===== config.mk =====
export PLATFORM = sky130hd
export DESIGN_NAME = cordic_dir_encoder
export DESIGN_NICKNAME = d
export VERILOG_FILES = /design/src/rtl/cordic_dir_encoder.sv
export SDC_FILE = /design/constraint.sdc
export NUM_CORES = 1
export LEC_CHECK = 0
export CORE_UTILIZATION = 30
export DETAILED_ROUTE_END_ITERATION = 8
export DONT_BUFFER_PORTS = 1
export GPL_TIMING_DRIVEN = 1
export PLACE_DENSITY_LB_ADDON = 0.15
export REMOVE_ABC_BUFFERS = 1
export SLEW_MARGIN = 25
export SYNTH_ARGS = -nofsm -noshare
export SYNTH_HDL_FRONTEND = slang
export SYNTH_SLANG_ARGS = --single-unit
export TNS_END_PERCENT = 5

===== constraint.sdc =====
create_clock -name clk -period 5.7 [get_ports clk]
set_input_delay 0.855 -clock clk [delete_from_list [all_inputs] [get_ports clk]]
set_output_delay 0.855 -clock clk [all_outputs]
set_load 0.02 [all_outputs]

===== src/rtl/cordic_dir_encoder.sv =====
// Iterative vectoring CORDIC: one shared add/shift datapath, seven micro-rotations.
// Produces the rotation chain's direction word plus a scaled magnitude.
module cordic_dir_encoder #(
    parameter int WIDTH = 16,
    parameter int ITER  = 7
) (
    input  logic                    clk,
    input  logic                    reset,
    input  logic                    trans_in,
    input  logic signed [WIDTH-1:0] X_in,
    input  logic signed [WIDTH-1:0] Y_in,
    output logic                    busy,
    output logic                    trans_out,
    output logic [ITER+2:0]         index_cor,
    output logic [WIDTH-1:0]        mag
);

    localparam int CW = $clog2(ITER);

    typedef enum logic [1:0] {
        S_IDLE,
        S_PRE,
        S_ITER,
        S_DONE
    } state_t;

    state_t                 r_state;
    state_t                 w_state_nxt;
    logic signed [WIDTH-1:0] r_x;
    logic signed [WIDTH-1:0] r_y;
    logic signed [WIDTH-1:0] w_x_nxt;
    logic signed [WIDTH-1:0] w_y_nxt;
    logic [CW-1:0]          r_cnt;
    logic [CW-1:0]          w_cnt_nxt;
    logic [ITER-1:0]        r_dir;
    logic [ITER-1:0]        w_dir_nxt;
    logic                   r_f9;
    logic                   r_f8;
    logic                   r_f7;
    logic                   w_f9_nxt;
    logic                   w_f8_nxt;
    logic                   w_f7_nxt;
    logic                   r_busy;
    logic                   w_busy_nxt;
    logic                   r_tout;
    logic                   w_tout_nxt;
    logic [ITER+2:0]        r_index;
    logic [ITER+2:0]        w_index_nxt;
    logic [WIDTH-1:0]       r_mag;
    logic [WIDTH-1:0]       w_mag_nxt;

    // Clamp a WIDTH+1 bit sum back into the signed WIDTH range
    function automatic logic [WIDTH-1:0] sat(input logic [WIDTH:0] s);
        logic [WIDTH-1:0] v;
        if (s[WIDTH] != s[WIDTH-1]) begin
            v = s[WIDTH] ? {1'b1, {(WIDTH-1){1'b0}}}
                         : {1'b0, {(WIDTH-1){1'b1}}};
        end else begin
            v = s[WIDTH-1:0];
        end
        return v;
    endfunction

    logic signed [WIDTH-1:0] w_xsh;
    logic signed [WIDTH-1:0] w_ysh;
    logic signed [WIDTH:0]   w_xe;
    logic signed [WIDTH:0]   w_ye;
    logic signed [WIDTH:0]   w_xshe;
    logic signed [WIDTH:0]   w_yshe;
    logic signed [WIDTH:0]   w_xsum;
    logic signed [WIDTH:0]   w_ysum;
    logic signed [WIDTH:0]   w_xneg;
    logic signed [WIDTH:0]   w_yneg;
    logic                    w_d;
    logic                    w_last;

    assign w_xsh  = r_x >>> r_cnt;
    assign w_ysh  = r_y >>> r_cnt;
    assign w_xe   = {r_x[WIDTH-1], r_x};
    assign w_ye   = {r_y[WIDTH-1], r_y};
    assign w_xshe = {w_xsh[WIDTH-1], w_xsh};
    assign w_yshe = {w_ysh[WIDTH-1], w_ysh};
    assign w_d    = ~r_y[WIDTH-1];
    assign w_last = (r_cnt == CW'(ITER - 1));

    // Rotate toward the X axis; both updates read the pre-rotation X and Y
    assign w_xsum = w_d ? (w_xe + w_yshe) : (w_xe - w_yshe);
    assign w_ysum = w_d ? (w_ye - w_xshe) : (w_ye + w_xshe);
    assign w_xneg = '0 - w_xe;
    assign w_yneg = '0 - w_ye;

    always_comb begin
        w_state_nxt = r_state;
        w_x_nxt     = r_x;
        w_y_nxt     = r_y;
        w_cnt_nxt   = r_cnt;
        w_dir_nxt   = r_dir;
        w_f9_nxt    = r_f9;
        w_f8_nxt    = r_f8;
        w_f7_nxt    = r_f7;
        w_busy_nxt  = r_busy;
        w_tout_nxt  = 1'b0;
        w_index_nxt = r_index;
        w_mag_nxt   = r_mag;
        unique case (r_state)
            S_IDLE: begin
                if (trans_in) begin
                    w_x_nxt     = X_in;
                    w_y_nxt     = Y_in;
                    w_busy_nxt  = 1'b1;
                    w_state_nxt = S_PRE;
                end
            end
            S_PRE: begin
                w_f9_nxt = r_x[WIDTH-1];
                w_f8_nxt = r_y[WIDTH-1];
                w_f7_nxt = (r_x == '0) && (r_y == '0);
                if (r_x[WIDTH-1]) begin
                    w_x_nxt = sat(w_xneg);
                    w_y_nxt = sat(w_yneg);
                end
                w_cnt_nxt   = '0;
                w_dir_nxt   = '0;
                w_state_nxt = S_ITER;
            end
            S_ITER: begin
                w_x_nxt   = sat(w_xsum);
                w_y_nxt   = sat(w_ysum);
                // First decision lands in the MSB after all shifts
                w_dir_nxt = {r_dir[ITER-2:0], w_d};
                if (w_last) begin
                    w_state_nxt = S_DONE;
                end else begin
                    w_cnt_nxt = r_cnt + 1'b1;
                end
            end
            S_DONE: begin
                w_index_nxt = {r_f9, r_f8, r_f7, r_dir};
                w_mag_nxt   = r_x;
                w_tout_nxt  = 1'b1;
                w_busy_nxt  = 1'b0;
                w_state_nxt = S_IDLE;
            end
            default: begin
                w_state_nxt = S_IDLE;
            end
        endcase
    end

    always_ff @(posedge clk) begin
        if (!reset) begin
            r_state <= S_IDLE;
            r_x     <= '0;
            r_y     <= '0;
            r_cnt   <= '0;
            r_dir   <= '0;
            r_f9    <= 1'b0;
            r_f8    <= 1'b0;
            r_f7    <= 1'b0;
            r_busy  <= 1'b0;
            r_tout  <= 1'b0;
            r_index <= '0;
            r_mag   <= '0;
        end else begin
            r_state <= w_state_nxt;
            r_x     <= w_x_nxt;
            r_y     <= w_y_nxt;
            r_cnt   <= w_cnt_nxt;
            r_dir   <= w_dir_nxt;
            r_f9    <= w_f9_nxt;
            r_f8    <= w_f8_nxt;
            r_f7    <= w_f7_nxt;
            r_busy  <= w_busy_nxt;
            r_tout  <= w_tout_nxt;
            r_index <= w_index_nxt;
            r_mag   <= w_mag_nxt;
        end
    end

    assign busy      = r_busy;
    assign trans_out = r_tout;
    assign index_cor = r_index;
    assign mag       = r_mag;

endmodule


==> results of run 1 <==
==> worst paths after layout <==
check / startpoint / to
hold reg to reg: r_f7 / r_f7
setup / recovery: r_cnt[1] / r_y[1]
setup reg to reg: r_cnt[1] / r_y[1]
hold / removal: r_f7 / r_f7
==> worst reg2reg max path: cells and delay by family, from the launching register on <==
family	cells	cell delay [ns]
AO/OA/AOI/OAI	8	1.97
XOR/XNOR	2	0.39
adder cells (fa/ha/maj)	1	0.34
buffers and inverters	2	0.43
flip-flops	1	0.48
multiplexers	1	0.38
AND/OR/NAND/NOR	5	1.24
==> sequential cells by signal, indices dropped and copies added, names as in the netlist <==
signal	count
mag	16
r_x	16
r_y	16
index_cor	10
r_dir	7
r_cnt	3
r_state	2
busy	1
r_f7	1
r_f8	1
r_f9	1
trans_out	1
==> cell type report <==
type / count / area [um^2] / share of cell area
multi-input cells: 887 / 6218 / 0.7019
flip-flops and latches: 75 / 1505 / 0.1699
well taps: 341 / 426.7 / 0.04816
repair buffers: 40 / 316.6 / 0.03573
clock buffers: 9 / 225.2 / 0.02542
inverters: 26 / 97.59 / 0.01102
clock inverters: 7 / 70.07 / 0.007908
==> kinds of logic after synthesis <==
| group | after synthesis | synth area share |
|---|---|---|
| flip-flops | 75 | 0.1836 |
| AO/OA/AOI/OAI | 337 | 0.2705 |
| XOR/XNOR | 76 | 0.08401 |
| AND/OR/NAND/NOR | 343 | 0.2064 |
| multiplexers | 85 | 0.1210 |
| adder cells (fa/ha/maj) | 46 | 0.07223 |
| buffers and inverters | 118 | 0.06213 |
==> metrics by stage <==
stage                     instances  instance area (um^2)  hold slack (ns)  TNS [ns]  setup WS [ns]
after floorplan                 988                  7766           0.4406    -10.49        -0.7535
after global placement         1369                  8528           0.4667         0         0.2149
after detailed placement       1369                  8536           0.4690         0         0.2293
after CTS                      1385                  8831           0.4791         0         0.1541
after global routing           1385                  8860           0.5174         0       0.008972
final                          1385                  8860           0.4718         0         0.3508
==> Yosys cell counts, types with 32 or more instances <==
cell / number
nand3_1: 33
a21oi_1: 68
ha_1: 44
nor2_1: 76
o21ai_0: 83
clkbuf_1: 62
nand2_1: 93
nor2b_1: 40
o211ai_1: 32
xnor2_1: 45
dfxtp_1: 75
mux2i_1: 63
==> metal layers <==
layer  vias up  share of wire
met4         0          0.012
met5         -              0
met2       163           0.45
met1      3584           0.50
li1       3825              -
met3        23          0.040
==> timing repair <==
action / CTS / global route
hold buffers: 0 / 0
gates resized for setup: 0 / 9
setup endpoints to repair: 0 / 20
==> flow_metrics.tcl, run 1 <==
set metrics [dict create \
    grt_util_met1 0.2613 \
    place_congestion 0.8403 \
    post_cts.repair.setup_buffers 0 \
    antenna_found_initial 0 \
    overflow 0 \
    numCtsBuffers 9 \
    cp-end-kind "register" \
    synth_top_cell_by_area "dfxtp_1" \
    cts_tree "yes" \
    final_cell_mix "93 x nand2_1, 81 x o21ai_0, 76 x nor2_1, 72 x dfxtp_1, 68 x a21oi_1" \
    post-route-util 0.3297 \
    hold_depth 2 \
    grt_pass1_wl_um 41120 \
    worstPathRequired_ns 5.95 \
    start_util 0.3042 \
    syn_area_um2 8177 \
    synth_seq_area_share 0.1836 \
    drt-wirelength-per-cell_um 18.88 \
    worstSetupPathType "register to register" \
    setup_viol 0 \
    syn_area_per_cell_um2 7.571 \
    max_stage_delay_ns 0.48 \
    layout.nets 1120 \
    grt_most_used_layer "met2" \
    start_kind "register" \
    htreeDepth 3 \
    vias 7595 \
    grt.total_usage 0.1867 \
    mostFrequentLayoutCell "nand2_1" \
    synth_ff_type "dfxtp_1" \
    crit_family "compound AO/OA/AOI/OAI gates" \
    cp.depth 19 \
    rsz0062_at_grt "false" \
    tightest_slew_ns 0.8936 \
    clkLatencyLatePin_ns 0.36 \
    clk_pin_slew_ns 0.07 \
    critPathMostFrequentCell "buf_4" \
    hp-class "register to register" \
    fp-row-count 60 \
    report.final.slew_viol_count 0 \
    fillers 2845 \
    maxSlewHeadroom 0.4039 \
    async_reset_ff_frac 0 \
    synth_edf_count 0 \
    met3_usage 0.03474 \
    antenna_left 0 \
    ys_top_cells_by_area "dfxtp_1 18%, mux2i_1 7.7%, ha_1 6.7%" \
    final.min_clock_period_ns 5.349 \
    drc 0 \
    finalWirelength_um 26150 \
    drt-initial-drc-count 520 \
    die_x_um 167.1 \
    layout-drive-gt1-share 0.09770 \
    synth_top_area_share 0.1836 \
    crit_arrival_ns 5.60 \
    path_max_fanout 15 \
    cp_num_buf_inv 2 \
    die_area_um2 27920 \
    yosys.cell_types.count 81 \
    reg2reg_depth 19 \
    cts_sinks 75 \
    ios 63 \
    viasPerCell 5.484 \
    use_met2 0.2980 \
    cts_root_buffer "clkbuf_16" \
    die_h_um 167.1 \
    status "finished, final reports clean" \
    final-hold-violation-count 0 \
    core_um2 26880 \
    fin_crit_sh 0.9385 \
    dr.pass1.iters 7 \
    max_freq_mhz 186.9 \
    crit_path_top_delay_cell "dfxtp_2" \
    synth_seq_cells 75 \
    clockBufferDepth 2 \
    syn2layout_area_growth_pct 8.355 \
    io_buffers 0 \
    grt_max_degree 87 \
    synthesis.instances 1080 \
    yosys_warnings 0 \
    maxCapViolCount 0 \
    grt_pass1_vias 7232 \
    dp.final_hpwl_um 19170 \
    diodes 0 \
    crit_chain "buf_4 -> mux2_1 -> a2111oi_2 -> buf_4 -> a31o_2 -> and3_1 -> nor2_1 -> xnor2_1 -> ha_1 -> nand2_1 -> or4b_1 -> o21ai_1 -> a21oi_1 -> or2_2 -> o21a_1 -> o31ai_2 -> xnor2_4 -> o22a_1 -> a221o_1" \
    r2r_slack_ns 0.35 \
    finClkSkew_ns 0.01132 \
]
Power of run 1 is left out: the tool's default activity adds up to more than one toggle a clock period on the data nets, which glitch-free logic cannot reach.
==> inputs of run 2 (changes only) <==
--- a/config.mk
+++ b/config.mk
@@ -9,7 +9,7 @@
 export DETAILED_ROUTE_END_ITERATION = 8
 export DONT_BUFFER_PORTS = 1
 export GPL_TIMING_DRIVEN = 1
-export PLACE_DENSITY_LB_ADDON = 0.15
+export PLACE_DENSITY = 0.52
 export REMOVE_ABC_BUFFERS = 1
 export SLEW_MARGIN = 25
 export SYNTH_ARGS = -nofsm -noshare
==> flow_metrics.tcl, run 2 (synthesis gave the netlist of run 1 again) <==
set metrics [dict create \
    status "finished, final reports clean" \
    die_x_um 167.1 \
    drc 0 \
    crit_start "r_cnt[0]" \
    regArea_um2 1505 \
    drt-initial-drc-count 536 \
    rsz0062_at_grt "true" \
    overflow 0 \
    grt_pass1_vias 7220 \
    viasPerCell 5.543 \
    layout.nets 1115 \
    start_kind "register" \
    reg2reg_depth 20 \
    mostFrequentLayoutCell "nand2_1" \
    layout-drive-gt1-share 0.09047 \
    hold_depth 2 \
    io_buffers 0 \
    core_um2 26880 \
    finClkSkew_ns 0.01135 \
    worstPathRequired_ns 5.93 \
    antenna_left 0 \
    fp-row-count 60 \
    start_util 0.3042 \
    die_area_um2 27920 \
    report.final.slew_viol_count 0 \
    tightest_slew_ns 0.9589 \
    clockBufferDepth 2 \
    syn2layout_area_growth_pct 8.018 \
    dr.pass1.iters 5 \
    cts_root_buffer "clkbuf_16" \
    dp.final_hpwl_um 18510 \
    cts_hold_buf 0 \
    die_h_um 167.1 \
    grt.total_usage 0.1811 \
    final_cell_mix "93 x nand2_1, 83 x o21ai_0, 76 x nor2_1, 72 x dfxtp_1, 68 x a21oi_1" \
    htreeDepth 3 \
    drt-wirelength-per-cell_um 18.47 \
    min-delay-start "r_f7" \
    final-hold-violation-count 0 \
    final.min_clock_period_ns 5.404 \
    finalWirelength_um 25490 \
    crit_arrival_ns 5.63 \
    multi_input_area_um2 6215 \
    vias 7649 \
    hp-class "register to register" \
    whs_ns 0.4643 \
    fin_crit_sh 0.9481 \
    fillers 2864 \
    path_max_fanout 20 \
    grt_max_degree 87 \
    clk_pin_slew_ns 0.06 \
    cts_tree "yes" \
    setup_viol 0 \
    clkLatencyLatePin_ns 0.36 \
    antenna_found_initial 0 \
    diodes 0 \
    place_congestion 0.9002 \
    reg2reg_from "r_cnt[0]" \
    cts_sinks 75 \
    ios 63 \
    maxSlewHeadroom 0.3608 \
    numCtsBuffers 9 \
    grt_pass1_wl_um 40160 \
    cp-end-kind "register" \
    max_freq_mhz 185.1 \
    worstSetupPathType "register to register" \
    maxCapViolCount 0 \
]
run 2: layout make-up:
type / instances / area share
clock inverters: 6 / 0.007933
repair buffers: 35 / 0.03159
clock buffers: 10 / 0.02706
flip-flops and latches: 75 / 0.1704
well taps: 341 / 0.04831
inverters: 26 / 0.01105
multi-input cells: 887 / 0.7036
run 2: worst max-delay path, stage by stage (launching register included):
cell and delay (ns):
dfxtp_2 0.60, buf_4 0.28, mux4_2 0.55, mux2i_1 0.26
and3_1 0.25, and4_1 0.21, and2_1 0.19, nor2b_1 0.23
a211o_1 0.15, a21oi_1 0.06, a21o_1 0.18, ha_1 0.35
a21o_1 0.22, a21o_1 0.18, a21oi_1 0.16, o31ai_1 0.10
xnor3_1 0.31, nor2_1 0.07, a21o_1 0.34, a211oi_1 0.46
o21ai_1 0.12
run 2: worst paths after layout:
check                           slack (ns)  endpoint
worst max-delay path                  0.30    r_x[1]
worst min-delay path                  0.46      r_f7
worst min register to register        0.46      r_f7
worst max register to register        0.30    r_x[1]
run 2: timing repair:
action | CTS | global route
resized for setup | 0 | 4
setup buffers | 0 | 0
setup endpoints to repair | 0 | 21
run 2: metrics by stage:
stage | setup TNS, ns | cell area (um^2) | utilization | setup WS [ns] | cells
6_report | 0 | 8832 | 0.3286 | 0.2961 | 1380
5_1_grt | -0.008511 | 8832 | 0.3286 | -0.008511 | 1380
4_1_cts | 0 | 8800 | 0.3274 | 0.2651 | 1380
3_5_place_dp | 0 | 8491 | 0.3159 | 0.2896 | 1364
3_3_place_gp | 0 | 8491 | 0.3159 | 0.4025 | 1364
2_1_floorplan | -10.49 | 7766 | - | -0.7535 | 988
run 2: metal layers:
layer  global-route usage  wire [um]  vias up
met4              0.05314        509        0
met1               0.2563      12660     3622
li1                     -          -     3811
met3              0.02553       1145       30
met5                    0          0        -
met2               0.2832      11170      186
Power of run 2 is left out for the same reason.
==> inputs of run 3 (changes only) <==
--- a/config.mk
+++ b/config.mk
@@ -8,7 +8,6 @@
 export CORE_UTILIZATION = 30
 export DETAILED_ROUTE_END_ITERATION = 8
 export DONT_BUFFER_PORTS = 1
-export GPL_TIMING_DRIVEN = 1
 export PLACE_DENSITY = 0.52
 export REMOVE_ABC_BUFFERS = 1
 export SLEW_MARGIN = 25
==> results of run 3 <==
Same layout as run 2: the final DEF is identical, and so are final timing and power.
Power of run 3 is left out for the same reason.
